**src/rtl/lane_reorder_merge_pkg.sv**
```systemverilog
// Shared defaults and helpers for the lane reorder/merge block.
package lane_reorder_merge_pkg;

  localparam int DEF_N_LANES    = 4;
  localparam int DEF_DATA_WIDTH = 1;
  localparam int DEF_FIFO_DEPTH = 4;

  // Ceiling log2, usable in constant expressions for port and counter widths.
  function automatic int clog2(input int value);
    int result;
    int rem;
    result = 0;
    rem    = value - 1;
    while (rem > 0) begin
      result = result + 1;
      rem    = rem >> 1;
    end
    return result;
  endfunction

endpackage

```
**src/rtl/lane_reorder_merge_lane_fifo.sv**
```systemverilog
// Per-lane synchronous FIFO; head word is visible combinationally, pop only when non-empty.
module lane_fifo
  import lane_reorder_merge_pkg::*;
#(
  parameter int  DATA_WIDTH = DEF_DATA_WIDTH,
  parameter int  FIFO_DEPTH = DEF_FIFO_DEPTH,
  localparam int CW         = clog2(FIFO_DEPTH) + 1
) (
  input  logic                  clk,
  input  logic                  rst_n,
  input  logic                  flush,
  input  logic                  wr_en,
  input  logic                  rd_en,
  input  logic [DATA_WIDTH-1:0] wr_data,
  output logic [DATA_WIDTH-1:0] rd_data,
  output logic                  full,
  output logic                  empty,
  output logic [CW-1:0]         count
);

  localparam int AW = clog2(FIFO_DEPTH);

  logic [AW-1:0]         wptr_q, wptr_d;
  logic [AW-1:0]         rptr_q, rptr_d;
  logic [CW-1:0]         count_q, count_d;
  logic                  wr_ok, rd_ok;
  logic [DATA_WIDTH-1:0] mem_q [FIFO_DEPTH];

  assign full    = (count_q == CW'(FIFO_DEPTH));
  assign empty   = (count_q == '0);
  assign count   = count_q;
  assign rd_data = mem_q[rptr_q];

  always_comb begin
    rd_ok   = rd_en & ~empty & ~flush;
    // A full lane still accepts a write when its head leaves on the same edge.
    wr_ok   = wr_en & ~flush & (~full | rd_ok);
    wptr_d  = wptr_q + AW'(wr_ok);
    rptr_d  = rptr_q + AW'(rd_ok);
    count_d = count_q + CW'(wr_ok) - CW'(rd_ok);
    if (flush) begin
      wptr_d  = '0;
      rptr_d  = '0;
      count_d = '0;
    end
  end

  always_ff @(posedge clk or negedge rst_n) begin
    if (!rst_n) begin
      wptr_q  <= '0;
      rptr_q  <= '0;
      count_q <= '0;
    end else begin
      wptr_q  <= wptr_d;
      rptr_q  <= rptr_d;
      count_q <= count_d;
    end
  end

  always_ff @(posedge clk) begin
    if (wr_ok) mem_q[wptr_q] <= wr_data;
  end

endmodule

```
**src/rtl/lane_reorder_merge.sv**
```systemverilog
// Merges per-lane results back into pixel order: strict round-robin pop from lane FIFOs,
// registered output, sticky per-lane overflow flags.
module lane_reorder_merge
  import lane_reorder_merge_pkg::*;
#(
  parameter int N_LANES    = DEF_N_LANES,
  parameter int DATA_WIDTH = DEF_DATA_WIDTH,
  parameter int FIFO_DEPTH = DEF_FIFO_DEPTH
) (
  input  logic                          i_CLK,
  input  logic                          i_RSTn,
  input  logic [N_LANES-1:0]            i_VALID,
  input  logic [N_LANES*DATA_WIDTH-1:0] i_DATA,
  input  logic                          i_FLUSH,
  output logic [DATA_WIDTH-1:0]         o_DATA,
  output logic                          o_VALID,
  output logic [N_LANES-1:0]            o_OVERFLOW,
  output logic [clog2(N_LANES)-1:0]     o_LANE
);

  localparam int LW = clog2(N_LANES);
  localparam int CW = clog2(FIFO_DEPTH) + 1;

  logic [N_LANES-1:0]    lane_wr, lane_pop, lane_full, lane_empty;
  logic [DATA_WIDTH-1:0] lane_head  [N_LANES];
  logic [CW-1:0]         lane_count [N_LANES];

  logic [LW-1:0]         sel_q, sel_d;
  logic                  valid_q, valid_d;
  logic [DATA_WIDTH-1:0] data_q, data_d;
  logic [LW-1:0]         lane_q, lane_d;
  logic [N_LANES-1:0]    ovf_q, ovf_d;

  for (genvar k = 0; k < N_LANES; k++) begin : g_lane
    assign lane_wr[k] = i_VALID[k] & ~i_FLUSH;

    lane_fifo #(
      .DATA_WIDTH (DATA_WIDTH),
      .FIFO_DEPTH (FIFO_DEPTH)
    ) u_fifo (
      .clk     (i_CLK),
      .rst_n   (i_RSTn),
      .flush   (i_FLUSH),
      .wr_en   (lane_wr[k]),
      .rd_en   (lane_pop[k]),
      .wr_data (i_DATA[k*DATA_WIDTH +: DATA_WIDTH]),
      .rd_data (lane_head[k]),
      .full    (lane_full[k]),
      .empty   (lane_empty[k]),
      .count   (lane_count[k])
    );

    a_count_bound: assert property (@(posedge i_CLK) disable iff (!i_RSTn)
      lane_count[k] <= CW'(FIFO_DEPTH));
  end

  always_comb begin
    lane_pop = '0;
    sel_d    = sel_q;
    valid_d  = 1'b0;
    data_d   = data_q;
    lane_d   = lane_q;
    ovf_d    = ovf_q;
    if (i_FLUSH) begin
      sel_d = '0;
      ovf_d = '0;
    end else begin
      // Strict order: an empty selected lane stalls the merge even if others hold data.
      if (!lane_empty[sel_q]) begin
        lane_pop[sel_q] = 1'b1;
        valid_d         = 1'b1;
        data_d          = lane_head[sel_q];
        lane_d          = sel_q;
        sel_d           = (sel_q == LW'(N_LANES - 1)) ? '0 : sel_q + 1'b1;
      end
      ovf_d = ovf_q | (i_VALID & lane_full & ~lane_pop);
    end
  end

  always_ff @(posedge i_CLK or negedge i_RSTn) begin
    if (!i_RSTn) begin
      sel_q   <= '0;
      valid_q <= 1'b0;
      data_q  <= '0;
      lane_q  <= '0;
      ovf_q   <= '0;
    end else begin
      sel_q   <= sel_d;
      valid_q <= valid_d;
      data_q  <= data_d;
      lane_q  <= lane_d;
      ovf_q   <= ovf_d;
    end
  end

  assign o_VALID    = valid_q;
  assign o_DATA     = data_q;
  assign o_LANE     = lane_q;
  assign o_OVERFLOW = ovf_q;

endmodule

```
**config.mk**
```make
export PLATFORM = sky130hd
export DESIGN_NAME = lane_reorder_merge
export DESIGN_NICKNAME = d
export VERILOG_FILES = /design/src/rtl/lane_reorder_merge_pkg.sv /design/src/rtl/lane_reorder_merge_lane_fifo.sv /design/src/rtl/lane_reorder_merge.sv
export SDC_FILE = /design/constraint.sdc
export NUM_CORES = 1
export LEC_CHECK = 0
export BUFFER_PORTS_ARGS = -buffer_cell sky130_fd_sc_hd__buf_2
export CAP_MARGIN = 20
export CORE_ASPECT_RATIO = 0.8
export CORE_MARGIN = 5
export CORE_UTILIZATION = 65
export DETAILED_ROUTE_END_ITERATION = 8
export PLACE_DENSITY = 0.93
export SLEW_MARGIN = 25
export SYNTH_ARGS = -nofsm -noshare
export SYNTH_HDL_FRONTEND = slang
export SYNTH_SLANG_ARGS = --single-unit
```
**constraint.sdc**
```tcl
create_clock -name i_CLK -period 8.9 [get_ports i_CLK]
set_clock_uncertainty 0.2 [all_clocks]
set_input_delay 0 -clock i_CLK [delete_from_list [all_inputs] [get_ports i_CLK]]
set_output_delay 0 -clock i_CLK [all_outputs]
set_load 0.03 [all_outputs]
```
After elaboration in Yosys (flattened, before gate mapping). Memory sizes are Yosys's and may differ from the RTL's. Index checks and enable logic that the tools add are counted.

Memory bits (writable): 16. Flip-flop bits (word level): 38. Memories kept: 4. Output and inout port bits: 8.

$lt $le $gt $ge: 3. Add/subtract/negate cells: 17. Muxes and demuxes: 36. Bitwise logic cells: 39. Equal/unequal tests: 6. Reduce and logical (&&, ||, !) cells: 6.

Memory list: g_lane[0].u_fifo.mem_q (words 4, bits a word 1, rd ports 1, clocked after memory_dff 0, write ports 1, line lane_reorder_merge_lane_fifo.sv:27) `logic [DATA_WIDTH-1:0] mem_q [FIFO_DEPTH];`; g_lane[1].u_fifo.mem_q (words 4, bits a word 1, rd ports 1, clocked after memory_dff 0, write ports 1, line lane_reorder_merge_lane_fifo.sv:27); g_lane[2].u_fifo.mem_q (words 4, bits a word 1, rd ports 1, clocked after memory_dff 0, write ports 1, line lane_reorder_merge_lane_fifo.sv:27); g_lane[3].u_fifo.mem_q (words 4, bits a word 1, rd ports 1, clocked after memory_dff 0, write ports 1, line lane_reorder_merge_lane_fifo.sv:27).

Operators with widths (count): 2-bit two-way mux (11); 1-bit AND (20); 2-bit by 1-bit adder with 2-bit output (8); 4-bit two-way mux (4); 1-bit two-way mux (14); 3-bit by 1-bit adder with 3-bit output (4); 3-bit equality test, second input constant (4); 3-bit zero test (4); 3-bit two-way mux (4); 3-bit by 1-bit subtractor with 3-bit output (4); 1-bit NOT (10); 4-bit AND (2); 1-bit binary-select mux with 2-bit select (2); 4-bit NOT (1); 1-bit OR (4); 4-bit OR (1); 3-bit greater-or-equal comparator, second input constant (1); 2-bit by 3-bit less-than comparator with 1-bit output, second input constant (1); 2-bit NOT with 3-bit output (1); 2-bit by 1-bit adder with 2-bit output, second input constant (1); 1-bit demux with 2-bit select (1); 2-bit equality test, second input constant (1); 2-bit by 1-bit greater-or-equal comparator with 1-bit output, second input constant (1); 2-bit inequality test, second input constant (1); 2 further kinds (2).

Longest topological paths before layout. Gate-level depths: netlist of run 1.

Depth in word-level cells: 14. Gate-level depth with buffers: 12.

By module. A second synthesis of run 1 with hierarchy kept.

Cell total of the unflattened synthesis: 223. Area total of the unflattened synthesis: 2919.0 µm².

Modules (own cells, without submodules): lane_fifo (cells an instance 42, seq. area each 295.3 µm², area an instance 574.3 µm², instances 4); lane_reorder_merge (cells an instance 55, seq. area each 250.2 µm², area an instance 621.8 µm², instances 1).

Worst setup path before layout of run 1. OpenSTA, ideal clock, no wires.

Kind: reg2reg. From: register g_lane[3].u_fifo.count_q[1]. To: register g_lane[2].u_fifo.count_q[2]. Slack: 6.027 ns. Data required time: 8.568 ns. Cell stages (with the launch flop): 13. Clock period less this slack: 2.873 ns. Data arrival time: 2.541 ns. Cells stage by stage: dfrtp_1 or3_4 o2bb2a_4 buf_6 and4_1 ha_1 inv_1 ha_1 inv_1 fa_1 xor2_1 xnor2_1 nor2_1.

Word-level cells in the longest chain between the ends: 13.

RTL lines: start, declared (line lane_reorder_merge_lane_fifo.sv:25) `logic [CW-1:0] count_q, count_d;`; start signal, assigned (line lane_reorder_merge_lane_fifo.sv:56) `count_q <= count_d;`; 3-bit zero test * (line lane_reorder_merge_lane_fifo.sv:30) `assign empty = (count_q == '0);`; 1-bit binary-select mux with 2-bit select * (line lane_reorder_merge.sv:69) `if (!lane_empty[sel_q]) begin`; 1-bit two-way mux (implied by the code) * (line lane_reorder_merge.sv:69); 4-bit two-way mux * (line lane_reorder_merge.sv:69); 4-bit two-way mux * (2 in a row) (line lane_reorder_merge.sv:64) `if (i_FLUSH) begin`; 1-bit AND * (2 in a row) (line lane_reorder_merge_lane_fifo.sv:35) `rd_ok = rd_en & ~empty & ~flush;`; 1-bit OR (line lane_reorder_merge_lane_fifo.sv:37) `wr_ok = wr_en & ~flush & (~full | rd_ok);`; 1-bit AND (line lane_reorder_merge_lane_fifo.sv:37); 3-bit by 1-bit adder with 3-bit output (line lane_reorder_merge_lane_fifo.sv:40) `count_d = count_q + CW'(wr_ok) - CW'(rd_ok);`; 3-bit by 1-bit subtractor with 3-bit output * (line lane_reorder_merge_lane_fifo.sv:40); 3-bit two-way mux * (line lane_reorder_merge_lane_fifo.sv:41) `if (flush) begin`; net g_lane[2].u_fifo.count_d[2] (line lane_reorder_merge_lane_fifo.sv:25); end signal, assigned (line lane_reorder_merge_lane_fifo.sv:56); end, declared (line lane_reorder_merge_lane_fifo.sv:25).

The timed path passes the listed nets; every way through them passes the cells marked *. The select of a mux whose other input is x is not followed. A chain may end at the register's enable or synchronous reset.

Final worst setup path of run 1.
From: register g_lane[2].u_fifo.count_q[1]. To: register g_lane[3].u_fifo.count_q[2].

Word-level cells in the longest chain between the ends: 13.

RTL lines (line): 3-bit zero test * (lane_reorder_merge_lane_fifo.sv:30); 1-bit binary-select mux with 2-bit select * (lane_reorder_merge.sv:69); 1-bit two-way mux (implied by the code) * (lane_reorder_merge.sv:69); 4-bit two-way mux * (lane_reorder_merge.sv:69); 4-bit two-way mux * (2 in a row) (lane_reorder_merge.sv:64); 1-bit AND * (2 in a row) (lane_reorder_merge_lane_fifo.sv:35); 1-bit OR (lane_reorder_merge_lane_fifo.sv:37); 1-bit AND (lane_reorder_merge_lane_fifo.sv:37); 3-bit by 1-bit adder with 3-bit output (lane_reorder_merge_lane_fifo.sv:40); 3-bit by 1-bit subtractor with 3-bit output * (lane_reorder_merge_lane_fifo.sv:40); 3-bit two-way mux * (lane_reorder_merge_lane_fifo.sv:41); net g_lane[3].u_fifo.count_d[2] (lane_reorder_merge_lane_fifo.sv:25).

Marked as above.

==> metrics.cfg, run 1 <==
[sta]
max_freq_mhz=314.2
maxSlewViolCount=0
setup_viol=0
rsz0062_at_grt=no
tns_ps=0
worst_pin_slew_ps=834.9
finalCriticalPeriod_ps=3183
timing.final.crit_share=0.3576
hold_viol=0
slew_headroom=0.4434

[status]
status=finished, final reports clean

[cells_and_area]
drive_gt1_frac=0.1825
num-nets-final=297
antenna_cells=0
area_growth_pct=11.46
instances_no_fill=320
nFillCells=268

[routing]
ant_nets=0
first_pass_iters=4
routed_wl_mm=4.908
vias=1790
initialDrtViolationCount=109
wl_per_cell_um=15.34
vias_per_cell=5.594
drc=0

[yosys]
synthTopCellsByCount=38 x dfrtp_1, 24 x nor2_1, 20 x ha_1, 17 x inv_1, 16 x edfxtp_1
synth_top_area_share=0.3300
async_flop_share=0.7037
ys.flop_type=dfrtp_1
yosysMostFrequentCell=dfrtp_1
synth_nets=269
synthCells=234
yosys_warnings=0
mappedNetlistArea_um2=2882
seq_area_frac_synth=0.4967
ys_ff_latch=54
synth_cell_types=44
synth_largest_area_cell=dfrtp_1
synth-edff-count=16
ys_top_cells_by_area=dfrtp_1 33%, edfxtp_1 17%, ha_1 8.7%, xnor2_1 3.6%, mux4_2 3.1%
syn_avg_cell_area_um2=12.31

[critical_path]
reg2reg_depth=12
required_ps=8850
crit_arrival_ps=3140
crit_type=reg2reg
cp-end-kind=flip-flop
cp-start-kind=flip-flop
cp_max_fo=7
r2r_start=g_lane[2].u_fifo.count[1]
regToRegSetupSlack_ps=5720
reg2reg_to=g_lane[3].u_fifo.count[2]

[clocking]
post_cts_buffers=0
numCtsBuffers=5
cts_sinks=54
htreeDepth=2
cts-resized-gates=0
max-clock-path-buffers=2
root_buffer=clkbuf_8
insertion_delay_ps=290
cts_tree=done
postCtsHoldBufs=9
path_clk_slew_ps=90

[placed_design]
hpwlAfterDp_mm=3.529
portBuffers=18
place_congestion=0.8310
dp.cells=303

[global_route]
grt_overflow=0
grt_max_degree=39
grt_pass1_vias=1775
grt_util_all_layers=0.1845
grt_antenna_before_repair=0
grt_pass1_wl_mm=8.735

[power_and_ir_drop]
p_leak_nw=1.432
vdd_drop_max_uv=230.2
power_density_nw_per_um2=257.1

[min_path]
hp-class=in2reg
worstHoldStart=i_FLUSH
hold_path_depth=2
min_to=sel_q[0]

[floorplan]
die_h_um=69.55
die_area_um2=5873
die_w_um=84.44
io_pins=19
start_util=0.6812
coreArea_um2=4230
fp-row-count=21

[flow_run]
drv_cap=0

==> worst max path at each step <==
stage / start / to / slack (ps) / cells after the start
global placement: g_lane[2].u_fifo.count[1] / g_lane[3].u_fifo.count[2] / 5930 / 12
CTS: g_lane[2].u_fifo.count[1] / g_lane[3].u_fifo.count[2] / 5740 / 12
detailed placement: g_lane[2].u_fifo.count[1] / g_lane[3].u_fifo.count[2] / 5780 / 12
floorplan: g_lane[3].u_fifo.count[1] / g_lane[2].u_fifo.count[2] / 6030 / 12
global route: sel_q[1] / g_lane[3].u_fifo.count[2] / 5540 / 12
finish: g_lane[2].u_fifo.count[1] / g_lane[3].u_fifo.count[2] / 5720 / 12
==> final cells by class <==
class | instances | area, um2 | area share
flip-flops and latches | 54 | 1431 | 0.4457
multi-input cells | 157 | 1355 | 0.4219
repair buffers | 27 | 180.2 | 0.05610
clock buffers | 8 | 110.1 | 0.03428
well taps | 57 | 71.32 | 0.02220
inverters | 17 | 63.81 | 0.01987
==> flip-flops by register name (all words and copies together) (netlist names) <==
name / count
o_DATA: 1
g_lane.u_fifo.wptr_q: 8
g_lane.u_fifo.rptr_q: 8
g_lane.u_fifo.mem_q: 16
o_OVERFLOW: 4
o_VALID: 1
o_LANE: 2
sel_q: 2
g_lane.u_fifo.count: 12
==> per-stage QoR <==
stage          area [um2]    util  hold WS [ps]  total power, mW  setup slack (ps)
6_report             3212  0.7592         30.68           0.8256              5717
2_1_floorplan        2882       -        -495.6           0.6052              6027
4_1_cts              3212  0.7592         29.56           0.8294              5744
3_5_place_dp         3012  0.7119        -49.24           0.6710              5782
5_1_grt              3212  0.7592         43.55           0.8848              5536
3_3_place_gp         3012  0.7119        -55.10           0.6580              5928
==> layer usage <==
layer | global-route usage | wire [um]
met2 | 0.2776 | 2335
met4 | 0.03691 | 34
met1 | 0.2786 | 2257
met5 | 0 | 0
met3 | 0.03919 | 280
==> cell families after synthesis <==
kind of cell             synth area share
AND/OR/NAND/NOR                    0.1680
flip-flops                         0.4967
AO/OA/AOI/OAI                     0.09596
adder cells (fa/ha/maj)            0.1146
buffers and inverters             0.03300
XOR/XNOR                          0.04863
multiplexers                      0.04299
==> power by group <==
part | leakage [nW] | total, mW | switching, mW | internal, mW
Clock | 0.0575 | 0.151 | 0.0726 | 0.0786
Sequential | 0.662 | 0.337 | 0.0431 | 0.294
Combinational | 0.713 | 0.337 | 0.192 | 0.145
==> critical path, stage by stage, from the launching register on <==
cell and delay [ps]:
dfrtp_1 450, or3_4 440, o2bb2ai_2 250, nor3_2 140, and3_1 260, ha_1 270, inv_1 60, ha_1 140
inv_1 50, fa_1 370, xor2_1 160, xnor2_1 180, nor2_1 60
==> placed cells by master, fill, tap and decap left out, types with 3 or more instances in the layout <==
cell type,synthesis,routed
nor2_1,24,24
xor2_1,4,4
ha_1,20,20
nor3b_1,4,4
inv_1,17,17
nor3_1,3,3
mux4_2,4,4
o21a_1,4,4
fa_1,4,4
buf_2,1,18
dfrtp_1,38,38
clkbuf_8,0,8
nor4b_1,4,4
edfxtp_1,16,16
nor2b_1,12,12
a21oi_1,5,5
nand2_1,11,11
and3_1,4,4
xnor2_1,12,12
dlygate4sd3_1,0,9
a31oi_1,4,4
nand3_1,8,8
(Power assumes the default switching activity.)
==> run 2, diff against run 1 <==
--- a/config.mk
+++ b/config.mk
@@ -9,9 +9,9 @@
 export CAP_MARGIN = 20
 export CORE_ASPECT_RATIO = 0.8
 export CORE_MARGIN = 5
-export CORE_UTILIZATION = 65
+export CORE_UTILIZATION = 60
 export DETAILED_ROUTE_END_ITERATION = 8
-export PLACE_DENSITY = 0.93
+export PLACE_DENSITY = 0.87
 export SLEW_MARGIN = 25
 export SYNTH_ARGS = -nofsm -noshare
 export SYNTH_HDL_FRONTEND = slang
==> constraint.sdc (replaced) <==
create_clock -name i_CLK -period 2.95 [get_ports i_CLK]
set_clock_uncertainty 0.2 [all_clocks]
set_input_delay 0 -clock i_CLK [delete_from_list [all_inputs] [get_ports i_CLK]]
set_output_delay 0 -clock i_CLK [all_outputs]
set_load 0.03 [all_outputs]
==> metrics.cfg, run 2 (synthesis gave the netlist of run 1 again) <==
[routing]
vias_per_cell=5.500  ; -1.7%
ant_nets=0  ; unchanged
initialDrtViolationCount=94  ; -14%
vias=1859  ; +3.9%
wl_per_cell_um=15.37  ; +0.23%
drc=0  ; unchanged
routed_wl_mm=5.196  ; +5.9%
first_pass_iters=4  ; unchanged

[sta]
slew_headroom=0.4387  ; -0.004723
hold_ws_ps=132.5  ; +101.8 ps
timing.final.crit_share=0.9533  ; +0.5957
tns_ps=0  ; unchanged
worst_pin_slew_ps=841.9  ; +7.085 ps
rsz0062_at_grt=no
setup_viol=0  ; unchanged
max_freq_mhz=355.6  ; +13%
finalWorstSetupSlack_ps=137.8  ; -5579 ps
hold_viol=0  ; unchanged
maxSlewViolCount=0  ; unchanged
finalCriticalPeriod_ps=2812  ; -370.6 ps

[clocking]
max-clock-path-buffers=2  ; unchanged
cts_tree=done
numCtsBuffers=5  ; unchanged
post_cts_buffers=0  ; unchanged
cts_sinks=54  ; unchanged
htreeDepth=2  ; unchanged
path_clk_slew_ps=90  ; about the same
insertion_delay_ps=300  ; about the same
root_buffer=clkbuf_8

[power_and_ir_drop]
pwr-share-seq=0.372  ; -0.036
power_frac_clock=0.171  ; -0.012
p_leak_nw=1.510  ; +5.4%
power_switching_mw=0.9885  ; +220%
power_density_nw_per_um2=797.4  ; +210%
swShare=0.3667  ; -0.006589
p_int_mw=1.707  ; +230%
vdd_drop_max_uv=577.8  ; +150%
p_comb_frac=0.457  ; +0.048

[floorplan]
fp-row-count=22  ; +4.8%
die_h_um=71.99  ; +3.5%
die_w_um=87.48  ; +3.6%
die_area_um2=6297  ; +7.2%
start_util=0.6231  ; -0.05805
coreArea_um2=4624  ; +9.3%
io_pins=19  ; unchanged

[cells_and_area]
largest_reg_flops=16  ; unchanged
antenna_cells=0  ; unchanged
num-nets-final=312  ; +5.1%
instances_no_fill=338  ; +5.6%
regMostFlops=g_lane.u_fifo.mem_q
area_growth_pct=17.33
drive_gt1_frac=0.2518  ; +0.06929
mostFrequentLayoutCell=dfrtp_1
final_cell_mix=36 x dfrtp_1, 24 x nor2_1, 20 x ha_1

[min_path]
hp-class=in2async

[flow_run]
drv_cap=0  ; unchanged

[critical_path]
cp_max_fo=4  ; -3
crit_type=reg2reg
cp-start-kind=flip-flop
required_ps=2930  ; -5920 ps
crit_start=g_lane[3].u_fifo.count[1]
cp-end-kind=flip-flop
crit_arrival_ps=2790  ; -350 ps
r2r_start=g_lane[3].u_fifo.count[1]

[global_route]
grt_util_all_layers=0.1816  ; -0.002829
grt_pass1_wl_mm=8.845  ; +1.3%
grt_max_degree=39  ; unchanged
grt_overflow=0  ; unchanged
grt_antenna_before_repair=0  ; unchanged
grt_pass1_vias=1855  ; +4.5%

[placed_design]
dp.cells=320  ; +5.6%
dpl_worst_slack_ps=31.06  ; -5751 ps
hpwlAfterDp_mm=3.698  ; +4.8%
place_congestion=0.8546  ; +2.8%
portBuffers=18  ; unchanged

[status]
status=finished, final reports clean

[run 2: layer usage]
layer	vias to the layer above	global-route usage	part of all wire	wire (um)
met3	5	0.03405	0.034	179
met1	915	0.2656	0.48	2470
met2	33	0.2818	0.48	2498
met4	0	0.04600	0.0092	48
met5	-	0	0	0
li1	906	-	-	-
[run 2: power groups by stage]
stage | registers [mW] | clock network [mW] | logic, mW
global route | 1.02 | 0.502 | 1.34
floorplan | 1.06 | 0 | 0.766
global placement | 1.00 | 0 | 1.10
finish | 1.00 | 0.460 | 1.23
CTS | 0.995 | 0.473 | 1.15
detailed placement | 1.01 | 0 | 1.13
[run 2: final timing paths]
check                                        endpoint  slack (ps)  depth (start not counted)
hold reg to reg                         o_OVERFLOW[0]         300                          1
hold / removal             g_lane[0].u_fifo.rptr_q[1]         130                          2
min in group i_CLK          g_lane[2].u_fifo.mem_q[3]         250                          2
max in group asynchronous                    sel_q[0]        1830                          2
setup / recovery            g_lane[3].u_fifo.count[2]         140                         12
setup reg to reg            g_lane[3].u_fifo.count[2]         140                         12
[run 2: timing repair]
item                       4_1_cts  5_1_grt
setup endpoints to repair        0        4
hold endpoints to repair        73        0
hold buffers                    10        0
resized for setup                0       11
[run 2: area by class of cell]
cell class	instances	area (um2)
clock buffers	8	110.1
fillers	314	1244
inverters	17	63.81
multi-input cells	157	1403
flip-flops and latches	54	1434
well taps	60	75.07
repair buffers	42	295.3
[run 2: worst max-delay path, stage by stage, from the launching register on]
cell and delay (ps):
dfrtp_1 390, or3_4 430, o2bb2ai_4 200, nor3_4 70, and3_4 200, ha_1 270
inv_1 60, ha_1 130, inv_1 50, fa_2 330, xor2_1 180, xnor2_1 130
nor2_1 50
[run 2: through the flow]
| step | util | cell area (um2) | total power [mW] |
|---|---|---|---|
| floorplan | - | 2882 | 1.826 |
| global placement | 0.6748 | 3120 | 2.107 |
| detailed placement | 0.6748 | 3120 | 2.141 |
| CTS | 0.7202 | 3331 | 2.622 |
| global route | 0.7311 | 3381 | 2.860 |
| finish | 0.7311 | 3381 | 2.696 |
==> run 3, diff against run 2 <==
==> constraint.sdc (replaced) <==
create_clock -name i_CLK -period 2.95 [get_ports i_CLK]
set_clock_uncertainty 0.2 [all_clocks]
set_input_delay 0.7375 -clock i_CLK [delete_from_list [all_inputs] [get_ports i_CLK]]
set_output_delay 0.7375 -clock i_CLK [all_outputs]
set_load 0.03 [all_outputs]
==> metrics.cfg, run 3 (synthesis gave the netlist of run 1 again) <==
[status]
status=finished, final reports clean

[floorplan]
die_area_um2=6297  ; unchanged
die_h_um=71.99  ; unchanged
fp-row-count=22  ; unchanged
start_util=0.6231  ; unchanged
io_pins=19  ; unchanged
die_w_um=87.48  ; unchanged
coreArea_um2=4624  ; unchanged

[clocking]
path_clk_slew_ps=90  ; about the same
max-clock-path-buffers=2  ; unchanged
cts_tree=done
root_buffer=clkbuf_8
htreeDepth=2  ; unchanged
numCtsBuffers=5  ; unchanged
insertion_delay_ps=300  ; about the same
postCtsHoldBufs=0  ; -10
cts_sinks=54  ; unchanged

[power_and_ir_drop]
power_frac_clock=0.170  ; about the same
p_leak_nw=1.481  ; -1.9%
swShare=0.3720  ; +0.005253
pwr-share-seq=0.368  ; -0.004
p_comb_frac=0.462  ; +0.005
vdd_drop_max_uv=416.8  ; -28%
power_density_nw_per_um2=827.0  ; +3.7%
p_int_mw=1.726  ; +1.1%
power_switching_mw=1.022  ; +3.4%

[cells_and_area]
mostFrequentLayoutCell=dfrtp_1
num-nets-final=305  ; -2.2%
final_cell_mix=34 x dfrtp_1, 24 x nor2_1, 20 x ha_1
fin_area_um2=3323  ; -1.7%
fin_util=0.7186  ; -0.01245
largest_reg_flops=16  ; unchanged
antenna_cells=0  ; unchanged
area_growth_pct=15.33
regMostFlops=g_lane.u_fifo.mem_q
drive_gt1_frac=0.2841  ; +0.03233

[sta]
slew_headroom=0.4449  ; +0.006245
maxSlewViolCount=0  ; unchanged
hold_viol=0  ; unchanged
worst_pin_slew_ps=832.6  ; -9.367 ps
setup_viol=0  ; unchanged
timing.final.crit_share=0.9718  ; +0.01846
rsz0062_at_grt=no
finalWorstSetupSlack_ps=83.34  ; -54.46 ps
finalCriticalPeriod_ps=2867  ; +54.46 ps
max_freq_mhz=348.8  ; -1.9%

[critical_path]
cp-start-kind=flip-flop
path_buf_inv=2  ; unchanged
cp-end-kind=flip-flop
crit_arrival_ps=2860  ; +70 ps
regToRegSetupSlack_ps=80  ; -50 ps
required_ps=2940  ; about the same
cp_max_fo=4  ; unchanged
critical_path.cell_chain=or3_4 -> o2bb2ai_4 -> nor3_4 -> and3_4 -> ha_1 -> inv_1 -> ha_1 -> inv_1 -> fa_2 -> xor2_1 -> xnor2_1 -> nor2_1
cp_top_family=simple AND/OR/NAND/NOR gates
crit_slowest_cell=or3_4
crit_type=reg2reg
cpPeakStageDelay_ps=430  ; about the same

[routing]
drc=0  ; unchanged
routed_wl_mm=5.436  ; +4.6%
initialDrtViolationCount=107  ; +14%
vias=1895  ; +1.9%
first_pass_iters=5  ; +1
ant_nets=0  ; unchanged
vias_per_cell=5.725  ; +4.1%
wl_per_cell_um=16.42  ; +6.8%

[placed_design]
place_congestion=0.9227  ; +8.0%
dpl_worst_slack_ps=-118.9  ; -150.0 ps
hpwlAfterDp_mm=3.820  ; +3.3%
portBuffers=18  ; unchanged
place_area_um2=3126  ; +0.16%

[global_route]
grt_pass1_wl_mm=8.901  ; +0.63%
grt_util_all_layers=0.1841  ; +0.002409
grt_use_met2=0.3110  ; +0.02926
grt_max_degree=39  ; unchanged
grt_pass1_vias=1942  ; +4.7%
gr-max-usage-layer=met2
grt_overflow=0  ; unchanged
grt_antenna_before_repair=0  ; unchanged
groute.layer.met1.usage=0.2462  ; -0.01933
use_met3=0.03973  ; +0.005675

[min_path]
hp-class=reg2reg

[flow_run]
drv_cap=0  ; unchanged

==> run 3: cell count changes in the layout (fill, tap and decap cells not counted), sizes merged <==
cell / delta
buf: +3
dlygate4sd3: -10
==> run 3: metal layers <==
| metal | share of wire | up-vias |
|---|---|---|
| met5 | 0 | - |
| met4 | 0.0090 | 0 |
| met3 | 0.043 | 6 |
| met2 | 0.50 | 48 |
| met1 | 0.45 | 950 |
| li1 | - | 891 |
==> run 3: path summary, 6_finish.rpt <==
path,from,to,cells after the start
max,g_lane[3].u_fifo.count[1],g_lane[3].u_fifo.count[2],12
min,o_DATA,o_DATA,1
max reg2reg,g_lane[3].u_fifo.count[1],g_lane[3].u_fifo.count[2],12
min reg2reg,o_DATA,o_DATA,1
max in group asynchronous,i_RSTn,sel_q[1],1
min in group asynchronous,i_RSTn,g_lane[1].u_fifo.count[1],1
==> run 3: per-stage QoR <==
stage | total power [mW] | hold slack [ps] | cells | setup TNS (ps)
2_1_floorplan | 1.826 | 241.9 | 234 | 0
3_3_place_gp | 2.116 | 267.4 | 319 | 0
3_5_place_dp | 2.154 | 275.6 | 319 | -236.9
4_1_cts | 2.705 | 298.1 | 329 | 0
5_1_grt | 2.894 | 301.7 | 331 | 0
6_report | 2.748 | 296.1 | 331 | 0
==> run 3: what timing repair did <==
item,CTS,global route
resized for setup,6,9
gates cloned,0,0
pin swaps,3,6
endpoints found under the setup margin,1,3
setup buffers,2,2
==> run 3: worst register-to-register path, stage by stage, from the launching register on <==
cell	delay, ps
dfrtp_1	390
or3_4	430
o2bb2ai_4	220
nor3_4	90
and3_4	190
ha_1	270
inv_1	60
ha_1	150
inv_1	50
fa_2	330
xor2_1	190
xnor2_1	150
nor2_1	50
==> run 3: cell type report <==
| class | count | area (um2) |
|---|---|---|
| Inverter | 17 | 63.81 |
| Clock buffer | 8 | 110.1 |
| Fill cell | 301 | 1301 |
| Sequential cell | 54 | 1436 |
| Multi-Input combinational cell | 157 | 1408 |
| Timing Repair Buffer | 35 | 230.2 |
| Tap cell | 60 | 75.07 |
==> run 3: power by group through the flow <==
stage	logic, mW	registers (mW)	clock network (mW)
final	1.27	1.01	0.466
after CTS	1.22	1.01	0.474
after global routing	1.37	1.03	0.494
after detailed placement	1.13	1.02	0
after floorplan	0.766	1.06	0
after global placement	1.10	1.01	0
